### src/rtl/picorv_write_buffer.sv
// Posted-write buffer between the picorv32 native port and the AHB adapter; stores ack in one cycle.
// Optional PICORV_WBUF_IFETCH_BYPASS_EN: fetches to words not held in the buffer overtake queued writes.
module picorv_write_buffer #(
    parameter int DEPTH = 4
) (
    input  logic                     clk,
    input  logic                     resetn,
    input  logic                     c_valid,
    input  logic                     c_instr,
    input  logic [31:0]              c_addr,
    input  logic [31:0]              c_wdata,
    input  logic [3:0]               c_wstrb,
    output logic                     c_ready,
    output logic [31:0]              c_rdata,
    output logic                     m_valid,
    output logic                     m_instr,
    output logic [31:0]              m_addr,
    output logic [31:0]              m_wdata,
    output logic [3:0]               m_wstrb,
    input  logic                     m_ready,
    input  logic [31:0]              m_rdata,
    output logic                     wb_empty,
    output logic                     wb_full,
    output logic [$clog2(DEPTH):0]   wb_level
);
    localparam int PW = $clog2(DEPTH);
    localparam logic [PW:0] FULL_LVL = (PW+1)'(DEPTH);

    typedef struct packed {
        logic [31:0] addr;
        logic [31:0] wdata;
        logic [3:0]  wstrb;
    } wb_entry_t;

    typedef enum logic [1:0] {IDLE, WR, RD} state_t;

    wb_entry_t     mem [DEPTH];
    logic [PW-1:0] wr_ptr, rd_ptr;
    logic [PW:0]   level;
    state_t        state, state_nxt;
    logic          push, pop, rd_pend, issue_wr, issue_rd, fetch_bypass;

    // c_ready gates both paths so an acknowledged request is never taken twice
    assign rd_pend = c_valid && (c_wstrb == 4'b0) && !c_ready;
    assign push    = c_valid && (|c_wstrb) && !c_ready && (level < FULL_LVL);
    assign pop     = (state == WR) && m_ready;

`ifdef PICORV_WBUF_IFETCH_BYPASS_EN
    logic [DEPTH-1:0] hit;
    for (genvar i = 0; i < DEPTH; i++) begin : g_cmp
        logic [PW-1:0] off;
        assign off    = PW'(i) - rd_ptr;
        assign hit[i] = ({1'b0, off} < level) && (mem[i].addr[31:2] == c_addr[31:2]);
    end
    assign fetch_bypass = rd_pend && c_instr && (hit == '0);
`else
    assign fetch_bypass = 1'b0;
`endif

    always_comb begin
        state_nxt = state;
        issue_wr  = 1'b0;
        issue_rd  = 1'b0;
        case (state)
            IDLE: begin
                if (fetch_bypass) begin
                    issue_rd  = 1'b1;
                    state_nxt = RD;
                end else if (level != '0) begin
                    issue_wr  = 1'b1;
                    state_nxt = WR;
                end else if (rd_pend) begin
                    issue_rd  = 1'b1;
                    state_nxt = RD;
                end
            end
            WR:      if (m_ready) state_nxt = IDLE;
            RD:      if (m_ready) state_nxt = IDLE;
            default: state_nxt = IDLE;
        endcase
    end

    // Entry storage carries no reset; pointers and level define what is valid
    always_ff @(posedge clk) begin
        if (push) mem[wr_ptr] <= '{addr: c_addr, wdata: c_wdata, wstrb: c_wstrb};
    end

    always_ff @(posedge clk or negedge resetn) begin
        if (!resetn) begin
            state   <= IDLE;
            wr_ptr  <= '0;
            rd_ptr  <= '0;
            level   <= '0;
            c_ready <= 1'b0;
            c_rdata <= '0;
            m_valid <= 1'b0;
            m_instr <= 1'b0;
            m_addr  <= '0;
            m_wdata <= '0;
            m_wstrb <= '0;
        end else begin
            state   <= state_nxt;
            if (push) wr_ptr <= wr_ptr + PW'(1);
            if (pop)  rd_ptr <= rd_ptr + PW'(1);
            level   <= level + {{PW{1'b0}}, push} - {{PW{1'b0}}, pop};
            c_ready <= push || ((state == RD) && m_ready);
            if ((state == RD) && m_ready) c_rdata <= m_rdata;
            if (issue_wr) begin
                m_valid <= 1'b1;
                m_instr <= 1'b0;
                m_addr  <= mem[rd_ptr].addr;
                m_wdata <= mem[rd_ptr].wdata;
                m_wstrb <= mem[rd_ptr].wstrb;
            end else if (issue_rd) begin
                m_valid <= 1'b1;
                m_instr <= c_instr;
                m_addr  <= c_addr;
                m_wdata <= '0;
                m_wstrb <= 4'b0;
            end else if ((state != IDLE) && m_ready) begin
                m_valid <= 1'b0;
            end
        end
    end

    assign wb_empty = (level == '0);
    assign wb_full  = (level == FULL_LVL);
    assign wb_level = level;
endmodule
### config.mk
export PLATFORM = sky130hd
export DESIGN_NAME = picorv_write_buffer
export DESIGN_NICKNAME = d
export VERILOG_FILES = /design/src/rtl/picorv_write_buffer.sv
export SDC_FILE = /design/constraint.sdc
export NUM_CORES = 1
export LEC_CHECK = 0
export ABC_CLOCK_PERIOD_IN_PS = 3700
export BUFFER_PORTS_ARGS = -buffer_cell sky130_fd_sc_hd__buf_4
export CAP_MARGIN = 10
export CORE_MARGIN = 5
export CORE_UTILIZATION = 40
export CTS_CLUSTER_DIAMETER = 40
export DETAILED_ROUTE_END_ITERATION = 16
export SYNTH_ARGS = -nofsm -noshare
export SYNTH_HDL_FRONTEND = slang
export SYNTH_SLANG_ARGS = --single-unit
export TNS_END_PERCENT = 1
### constraint.sdc
create_clock -name clk -period 3.7 [get_ports clk]
set_input_delay 1.11 -clock clk [delete_from_list [all_inputs] [get_ports clk]]
set_output_delay 1.11 -clock clk [all_outputs]
set_load 0.03 [all_outputs]
Word level (Yosys, flattened, before mapping)
Memory sizes are Yosys's and may differ from the RTL's.
Cells that the tools add are included.
Storage, ports and cells
  bits in writable memories: 272
  output and inout port bits: 108
  register bits: 112
  memories kept: 1
Memory list
  mem: depth 4, width 68, read ports 1, clocked after Yosys merged registers in 0, write ports 1, line 37  | wb_entry_t mem [DEPTH];
Operators by class
  equality and inequality tests: 5
  $add $sub $neg: 4
  reduce and logical (&&, ||, !) cells: 20
  muxes and demuxes: 22
  order comparisons: 1
Operators by type and width (count)
  $mux 32: 4
  $mux 1: 12
  $logic_and 1x1->1: 8
  $mux 4: 2
  $mux 2: 3
  $reduce_bool 3->1: 2
  $add 2x1->2 const B: 2
  $logic_not 4->1: 1
  $pmux 2 s2: 1
  $reduce_bool 2->1: 2
  $reduce_or 4->1: 1
  $add 3x1->3: 1
  $eq 3x3->1 const B: 1
  $logic_not 3->1: 1
  $lt 3x3->1 const B: 1
  $ne 3x3->1 const B: 1
  $sub 3x1->3: 1
  $eq 2x1->1 const B: 1
  $eq 2x2->1 const B: 1
  $logic_not 2->1: 1
  $ne 2x1->1 const B: 1
  $reduce_and 2->1: 1
  $reduce_or 2->1: 1
  $logic_not 1->1: 1
  $logic_or 1x1->1: 1

Logic depth before layout (Yosys ltp)
Gate-level depths: netlist of run 1.
  word-level depth: 8
  depth in mapped cells: 8
  mapped depth without buffers: 8

Worst setup path before layout of run 1
Ideal clock, no wire load.
  path type: input port to flip-flop
  from: input c_wstrb[0]
  to: memory mem[0][0] (netlist name), enable pin
  slack: -0.026 ns
  stages on the path: 3
  arrival: 3.293 ns
  required time: 3.267 ns
  path buffers: 0
  library setup time: 0.433 ns
  path through: nor4_4 -> nor3_1 -> and2_1
On the way
  word-level cells in the longest chain between the ends: 6
Ends and longest elaborated chain
  start: declaration: line 12  | input logic [3:0] c_wstrb,
  $reduce_or 4->1: line 45  | assign push = c_valid && (|c_wstrb) && !c_ready && (level < FULL_LVL);
  $logic_and 1x1->1 (3 in series): line 45
  $mux 1: line 85  | if (push) mem[wr_ptr] <= '{addr: c_addr, wdata: c_wdata, wstrb: c_wstrb};
  $mux 1 (not written as such): line 85
  end: declaration: line 37
Every way passes these cells.

Worst setup path after layout of run 1
  from: register level[1] (netlist: wb_level[1])
  to: output wb_empty
On the way
  word-level cells in the longest chain between the ends: 1
Ends and longest elaborated chain
  start: declaration: line 39  | logic [PW:0] level;
  start signal: assignment: line 105  | level <= level + {{PW{1'b0}}, push} - {{PW{1'b0}}, pop};
  $logic_not 3->1: line 126  | assign wb_empty = (level == '0);
  end: declaration: line 22  | output logic wb_empty,
Every way passes these cells.

==> impl_results.md, run 1 <==
* Clk pwr share at 0.314
* Synthesized flop and latch total at 384
* XOR/XNOR Fraction of Synth Area at 0.003026
* Mapped Cells at 675
* TritonCTS Sinks at 384
* Int Power at 10.95 mW
* Critical Path RT at 2.59 ns
* Tot Pwr at 16.12 mW
* Worst slew margin at 0.2848
* Critical path class: register to primary output
* Number of flops mapped to enable cells by yosys at 272
* All-layer global routing usage at 0.1620
* Synth Area in Compound Gates at 0.05231
* First DRT Iteration DRCs at 402
* Switching Fraction at 0.3205
* Register area share after synthesis at 0.7581
* Aggregate routed wire length at 32,820 um
* CTS clk-pin slew, worst paths at 0.05 ns
* Row count at 69
* Crit path time final at 2.951 ns
* Post-DP HPWL at 19,860 um
* Post-Synth Adder-Cell Area at 0.009166
* Async SR Flop Fraction at 0.2917
* Worst Hold Class: register to register
* Fmax at 338.9 MHz
* Via density at 5.187
* # setup viols final at 0
* H-tree levels at 2
* CTS Buf Count at 53
* Startpoint Class: register
* Largest family of logic cells by synthesized area: multiplexers
* Max rail drop VDD at 0.5581 mV
* Fin cells at 1,432
* Commonest cells after routing, fill and taps aside: edfxtp_1, buf_4, dfrtp_1, mux4_2, clkbuf_16
* Core Footprint at 35,660 um^2
* Slew Limit Fails at 0
* Leakage power at 7.008 nW
* Final hold violation count at 0
* Worst-margin pin slew at 1.073 ns
* WL/cell at 22.92 um
* Status: finished clean
* Die X at 200.2 um
* Global-route wire length before repair at 50,330 um
* Congestion Overflow GR at 0
* Post-route worst setup slack at 0.7490 ns
* Chip height at 200.2 um
* Post-CTS Setup Bufs at 0
* Worst-Skew Late Latency at 0.56 ns
* DRT Pass-1 Iters at 5
* Simple-gate share of the synthesized area at 0.02447
* Warning count from the yosys run at 0
* Post-synthesis mux area share at 0.1307
* Vias post-DR at 7,428
* Vias in the first global route at 7,994
* Post-placement cell count at 1,333
* Ys flop type: edfxtp_1
* Syn_nets at 790
* Max cap viols at 0
* GP Congestion at 0.6906
* Longest Clk Path Bufs at 3
* Die area at 40,080 um^2
* Comb pwr share at 0.301
* Unrepaired setup endpoints after global routing: false
* Post-CTS resize count at 0
* Initial antenna violation count at 0
* Layout cells sized above 1 at 0.4459
* Largest net degree at the start of global routing at 65
* Worst Path Arrival at 1.84 ns
* DRC viols at 0
* Clock skew at 0.01470 ns
* Fin crit share at 0.7976
* Slowest stage delay, CP at 0.47 ns
* Worst path slowest cell: dfrtp_1
* # port buffers at 212
* Place WS at 0.2809 ns
* CTS tree: built
* # diodes at 0
* Sequential Power Share at 0.384
* Synthesized area at 14,470 um^2
* Mean post-synth cell area at 21.44 um^2
* Root buffer cell: clkbuf_16
* I/O pins at 213
* Crit. End Element: primary output
* Net Sw Power at 5.165 mW
* Pwr per Cell Area at 874.7 nW/um^2
* Syn-to-layout area delta at 27.35%
* Crit-path cells: or3_4 > inv_2 > buf_4
* Final Net Count at 1,042
* Crit path max fanout at 5
* Commonest non-fill, non-tap cell in the layout: edfxtp_1
* Hold Buf Count CTS at 0
* Initial Utilization at 0.4058
* Yosys cell types at 39
* Post-route ant nets at 0
[cell usage after synthesis (2+ instances only)]
cell        n  area [um^2]
o221a_1    31        349.1
buf_4       6        45.04
and2_1      5        31.28
xor2_1      2        17.52
xnor2_1     3        26.28
inv_1      10        37.54
dfrtp_1   112         2803
nand2b_1   33        206.5
buf_1       4        15.01
o21ai_0     2        10.01
nand2_1     4        15.01
clkbuf_1    5        18.77
edfxtp_1  272         8168
buf_2       4        20.02
ha_1        9        112.6
buf_6      16        180.2
mux2_2     32        360.4
mux4_2     68         1531
a22o_1     37        324.1
[sequential cells by signal, indices dropped and copies added, names as in the netlist]
name      count
mem         272
c_rdata      32
m_addr       32
m_wdata      32
m_wstrb       4
wb_level      3
rd_ptr        2
state         2
wr_ptr        2
c_ready       1
m_instr       1
m_valid       1
[final cells by class]
class | count | area (um^2)
Clock buffer | 68 | 1445
Clock inverter | 31 | 360.3
Fill cell | 2882 | 17230
Inverter | 11 | 41.29
Multi-Input combinational cell | 245 | 3197
Sequential cell | 384 | 10980
Tap cell | 461 | 576.8
Timing Repair Buffer | 232 | 1829
[metal layers]
layer / vias up / share of wire / track usage
li1: 3256 / - / -
met1: 3944 / 0.43 / 0.2198
met2: 189 / 0.50 / 0.2723
met3: 39 / 0.042 / 0.02846
met4: 0 / 0.019 / 0.04598
met5: - / 0 / 0
[power groups by stage]
stage | Clock, mW | Sequential [mW] | Combinational [mW]
final | 5.06 | 6.20 | 4.86
after global routing | 5.38 | 6.32 | 5.22
after CTS | 5.17 | 6.22 | 4.98
after detailed placement | 0 | 6.29 | 4.96
after global placement | 0 | 6.28 | 4.91
after floorplan | 0 | 6.84 | 2.67
[critical path, delay by kind of cell (launching register included)]
kind | cells | cell delay (ns)
buffers and inverters | 2 | 0.35
flip-flops | 1 | 0.47
AND/OR/NAND/NOR | 1 | 0.47
[path summary, 6_finish.rpt]
path                                           end  depth (start not counted)                   from  slack [ns]
min in group asynchronous  m_wdata[27]$_DFFE_PN0P_                          1                 resetn        0.59
hold / removal                 m_instr$_DFFE_PN0P_                          1    m_instr$_DFFE_PN0P_        0.50
hold reg to reg                m_instr$_DFFE_PN0P_                          1    m_instr$_DFFE_PN0P_        0.50
max in group asynchronous  c_rdata[31]$_DFFE_PN0P_                          2                 resetn        2.20
setup reg to reg             wb_level[2]$_DFF_PN0_                          7  wb_level[2]$_DFF_PN0_        1.09
setup / recovery                          wb_empty                          3  wb_level[1]$_DFF_PN0_        0.75
[cells by family (layout without fill, tap and decap cells)]
group,Yosys count,count (layout)
xor gates and xnor gates,5,5
buffers and inverters,46,342
adders and majority gates,10,10
and+or+nand+nor,52,52
DFF,384,384
AOI/OAI and AO/OA,78,78
muxes,100,100
[through the flow]
stage / cell area, um^2 / setup TNS (ns) / hold slack, ns / utilization
3_3_place_gp: 16620 / 0 / 0.4827 / 0.4662
6_report: 18430 / 0 / 0.4988 / 0.5168
4_1_cts: 18430 / 0 / 0.4965 / 0.5168
3_5_place_dp: 16620 / 0 / 0.4812 / 0.4662
2_1_floorplan: 14470 / -5.206 / 0.5028 / -
5_1_grt: 18430 / 0 / 0.5161 / 0.5168
Power figures use the tool's default switching activity.
==> run 2, diff against run 1 <==
--- a/config.mk
+++ b/config.mk
@@ -5,7 +5,7 @@
 export SDC_FILE = /design/constraint.sdc
 export NUM_CORES = 1
 export LEC_CHECK = 0
-export ABC_CLOCK_PERIOD_IN_PS = 3700
+export ABC_CLOCK_PERIOD_IN_PS = 3100
 export BUFFER_PORTS_ARGS = -buffer_cell sky130_fd_sc_hd__buf_4
 export CAP_MARGIN = 10
 export CORE_MARGIN = 5
==> constraint.sdc (replaced) <==
create_clock -name clk -period 3.1 [get_ports clk]
set_input_delay 0.93 -clock clk [delete_from_list [all_inputs] [get_ports clk]]
set_output_delay 0.93 -clock clk [all_outputs]
set_load 0.03 [all_outputs]
==> run 2 against run 1 <==
  * Clock-buffer cell count decreased by 4
  * Clock skew barely moved
  * Critical path depth stayed put
  * Sequential share of layout area is 0.31 points higher
  * Critical path type unchanged
  * Critical endpoint unchanged
  * Largest power group unchanged
==> impl_results.md, run 2 (same netlist as run 1, synthesis figures left out) <==
* Worst Hold Class: input pin to asynchronous set/reset pin
* Top reg by flops: mem
* Largest register FFs at 272
* Leakage power at 6.982 nW
* R2r startpoint: rd_ptr[0]$_DFFE_PN0P_
* Crit-path cells: or3_4 > inv_2 > buf_4
* Crit-path leading delay family: flip-flops
* Reg2Reg Setup Slack at 0.97 ns
* Hold Buf Count CTS at 0
* Metal2 WL at 15,700 um
* Crit path time final at 2.767 ns
* All-layer global routing usage at 0.1578
* Pwr per Cell Area at 1029 nW/um^2
* Status: finished clean
* DRT Pass-1 Iters at 4
* Post-route ant nets at 0
* Max cap viols at 0
* Die X at 200.2 um
* Via density at 5.171
* Vias in the first global route at 7,912
* CTS Buf Count at 48
* H-tree levels at 2
* Worst slew margin at 0.5431
* Commonest non-fill, non-tap cell in the layout: edfxtp_1
* Initial Utilization at 0.4058
* Post-CTS Setup Bufs at 0
* Commonest cells after routing, fill and taps aside: edfxtp_1, buf_4, dfrtp_1, mux4_2, clkbuf_16
* Worst-margin pin slew at 0.6853 ns
* DRT met1 WL at 14,050 um
* Multi-input combinational cell area at 3197 um^2
* Startpoint Class: register
* Post-DP HPWL at 19,710 um
* Clock skew at 0.01489 ns
* FF/Latch Area at 10,980 um^2
* Root buffer cell: clkbuf_16
* Die area at 40,080 um^2
* Top layer in use: met4
* TNS Setup at 0 ns
* Core Util, Final at 0.5142
* Crit path max fanout at 5
* Vias post-DR at 7,363
* Final hold violation count at 0
* Core Footprint at 35,660 um^2
* # setup viols final at 0
* CTS tree: built
* I/O pins at 213
* Initial antenna violation count at 0
* CP endpoint: wb_empty
* CTS clk-pin slew, worst paths at 0.06 ns
* Slew Limit Fails at 0
* Worst-Skew Late Latency at 0.55 ns
* Critical path depth in cells at 3
* # diodes at 0
* Final Net Count at 1,038
* # port buffers at 212
* TritonCTS Sinks at 384
* Fin crit share at 0.8926
* Longest Clk Path Bufs at 3
* Syn-to-layout area delta at 26.70%
* Layout cells sized above 1 at 0.4434
* CP Buf/Inv Count at 2
* Max rail drop VDD at 0.5281 mV
* Reg-to-Reg End: m_addr[31]$_DFFE_PN0P_
* Aggregate routed wire length at 31,830 um
* Fin Hold WS at 0.3941 ns
* Fill cell count at 2,870
* Reg2Reg Depth at 4
* Chip height at 200.2 um
* Slowest stage delay, CP at 0.48 ns
* Largest net degree at the start of global routing at 51
* Post-CTS resize count at 0
* Worst Path Arrival at 1.84 ns
* Crit. End Element: primary output
* Row count at 69
* Worst path slowest cell: dfrtp_1
* WL/cell at 22.35 um
* Fmax at 361.4 MHz
* GP Congestion at 0.7172
* Critical path class: register to primary output
* Metal3 WL at 1306 um
* First DRT Iteration DRCs at 476
* DRC viols at 0
* Congestion Overflow GR at 0
* Global-route wire length before repair at 49,450 um
* Crit. Startpoint: wb_level[1]$_DFF_PN0_
* Unrepaired setup endpoints after global routing: false
* Critical Path RT at 2.17 ns
-- run 2: changes by cell type in the layout (fill, tap and decap cells not counted) --
| cell | previous run | this run |
|---|---|---|
| clkinv_4 | 4 | 5 |
| clkinv_2 | 4 | 7 |
| buf_12 | 7 | 10 |
| clkinv_1 | 2 | 3 |
| inv_6 | 6 | 1 |
| clkbuf_8 | 2 | 6 |
| inv_8 | 3 | 2 |
| clkbuf_1 | 11 | 8 |
| buf_4 | 225 | 223 |
| clkbuf_16 | 55 | 50 |
| clkinvlp_4 | 6 | 2 |
-- run 2: metrics by stage --
stage | setup WS, ns | std cells | area, um^2 | power (mW)
after global routing | 0.2749 | 1424 | 18330 | 19.80
after global placement | 0.3703 | 1334 | 16670 | 13.38
after floorplan | -0.4455 | 675 | 14470 | 11.35
after CTS | 0.2997 | 1424 | 18330 | 19.19
final | 0.3328 | 1424 | 18330 | 18.86
after detailed placement | 0.3501 | 1334 | 16670 | 13.45
-- run 2: final cells by class --
cell class                      instances  area share
Multi-Input combinational cell        245      0.1744
Tap cell                              461     0.03146
Clock inverter                         26     0.01652
Inverter                               11    0.002252
Clock buffer                           64     0.07439
Timing Repair Buffer                  233      0.1022
Sequential cell                       384      0.5988
-- run 2: layer usage --
metal,up-vias,global-route usage
met5,-,0
met4,0,0.04795
met3,56,0.02684
met2,176,0.2573
met1,3878,0.2207
li1,3253,-
-- run 2: report_power, final --
group	leakage, nW	internal, mW	switching (mW)	total [mW]
clock network	0.816	3.54	2.12	5.66
registers	3.84	6.60	0.622	7.23
logic	2.32	2.74	3.24	5.98
-- run 2: worst min path at each step --
stage	from	to	slack, ns	depth (start not counted)
2_1_floorplan	state[0]$_DFFE_PN0P_	state[0]$_DFFE_PN0P_	0.50	1
3_3_place_gp	m_wstrb[0]$_DFFE_PN0P_	m_wstrb[0]$_DFFE_PN0P_	0.49	1
3_5_place_dp	m_wdata[19]$_DFFE_PN0P_	m_wdata[19]$_DFFE_PN0P_	0.49	1
4_1_cts	resetn	m_wdata[25]$_DFFE_PN0P_	0.42	1
5_1_grt	resetn	m_wdata[26]$_DFFE_PN0P_	0.43	1
6_report	resetn	m_wdata[26]$_DFFE_PN0P_	0.39	1
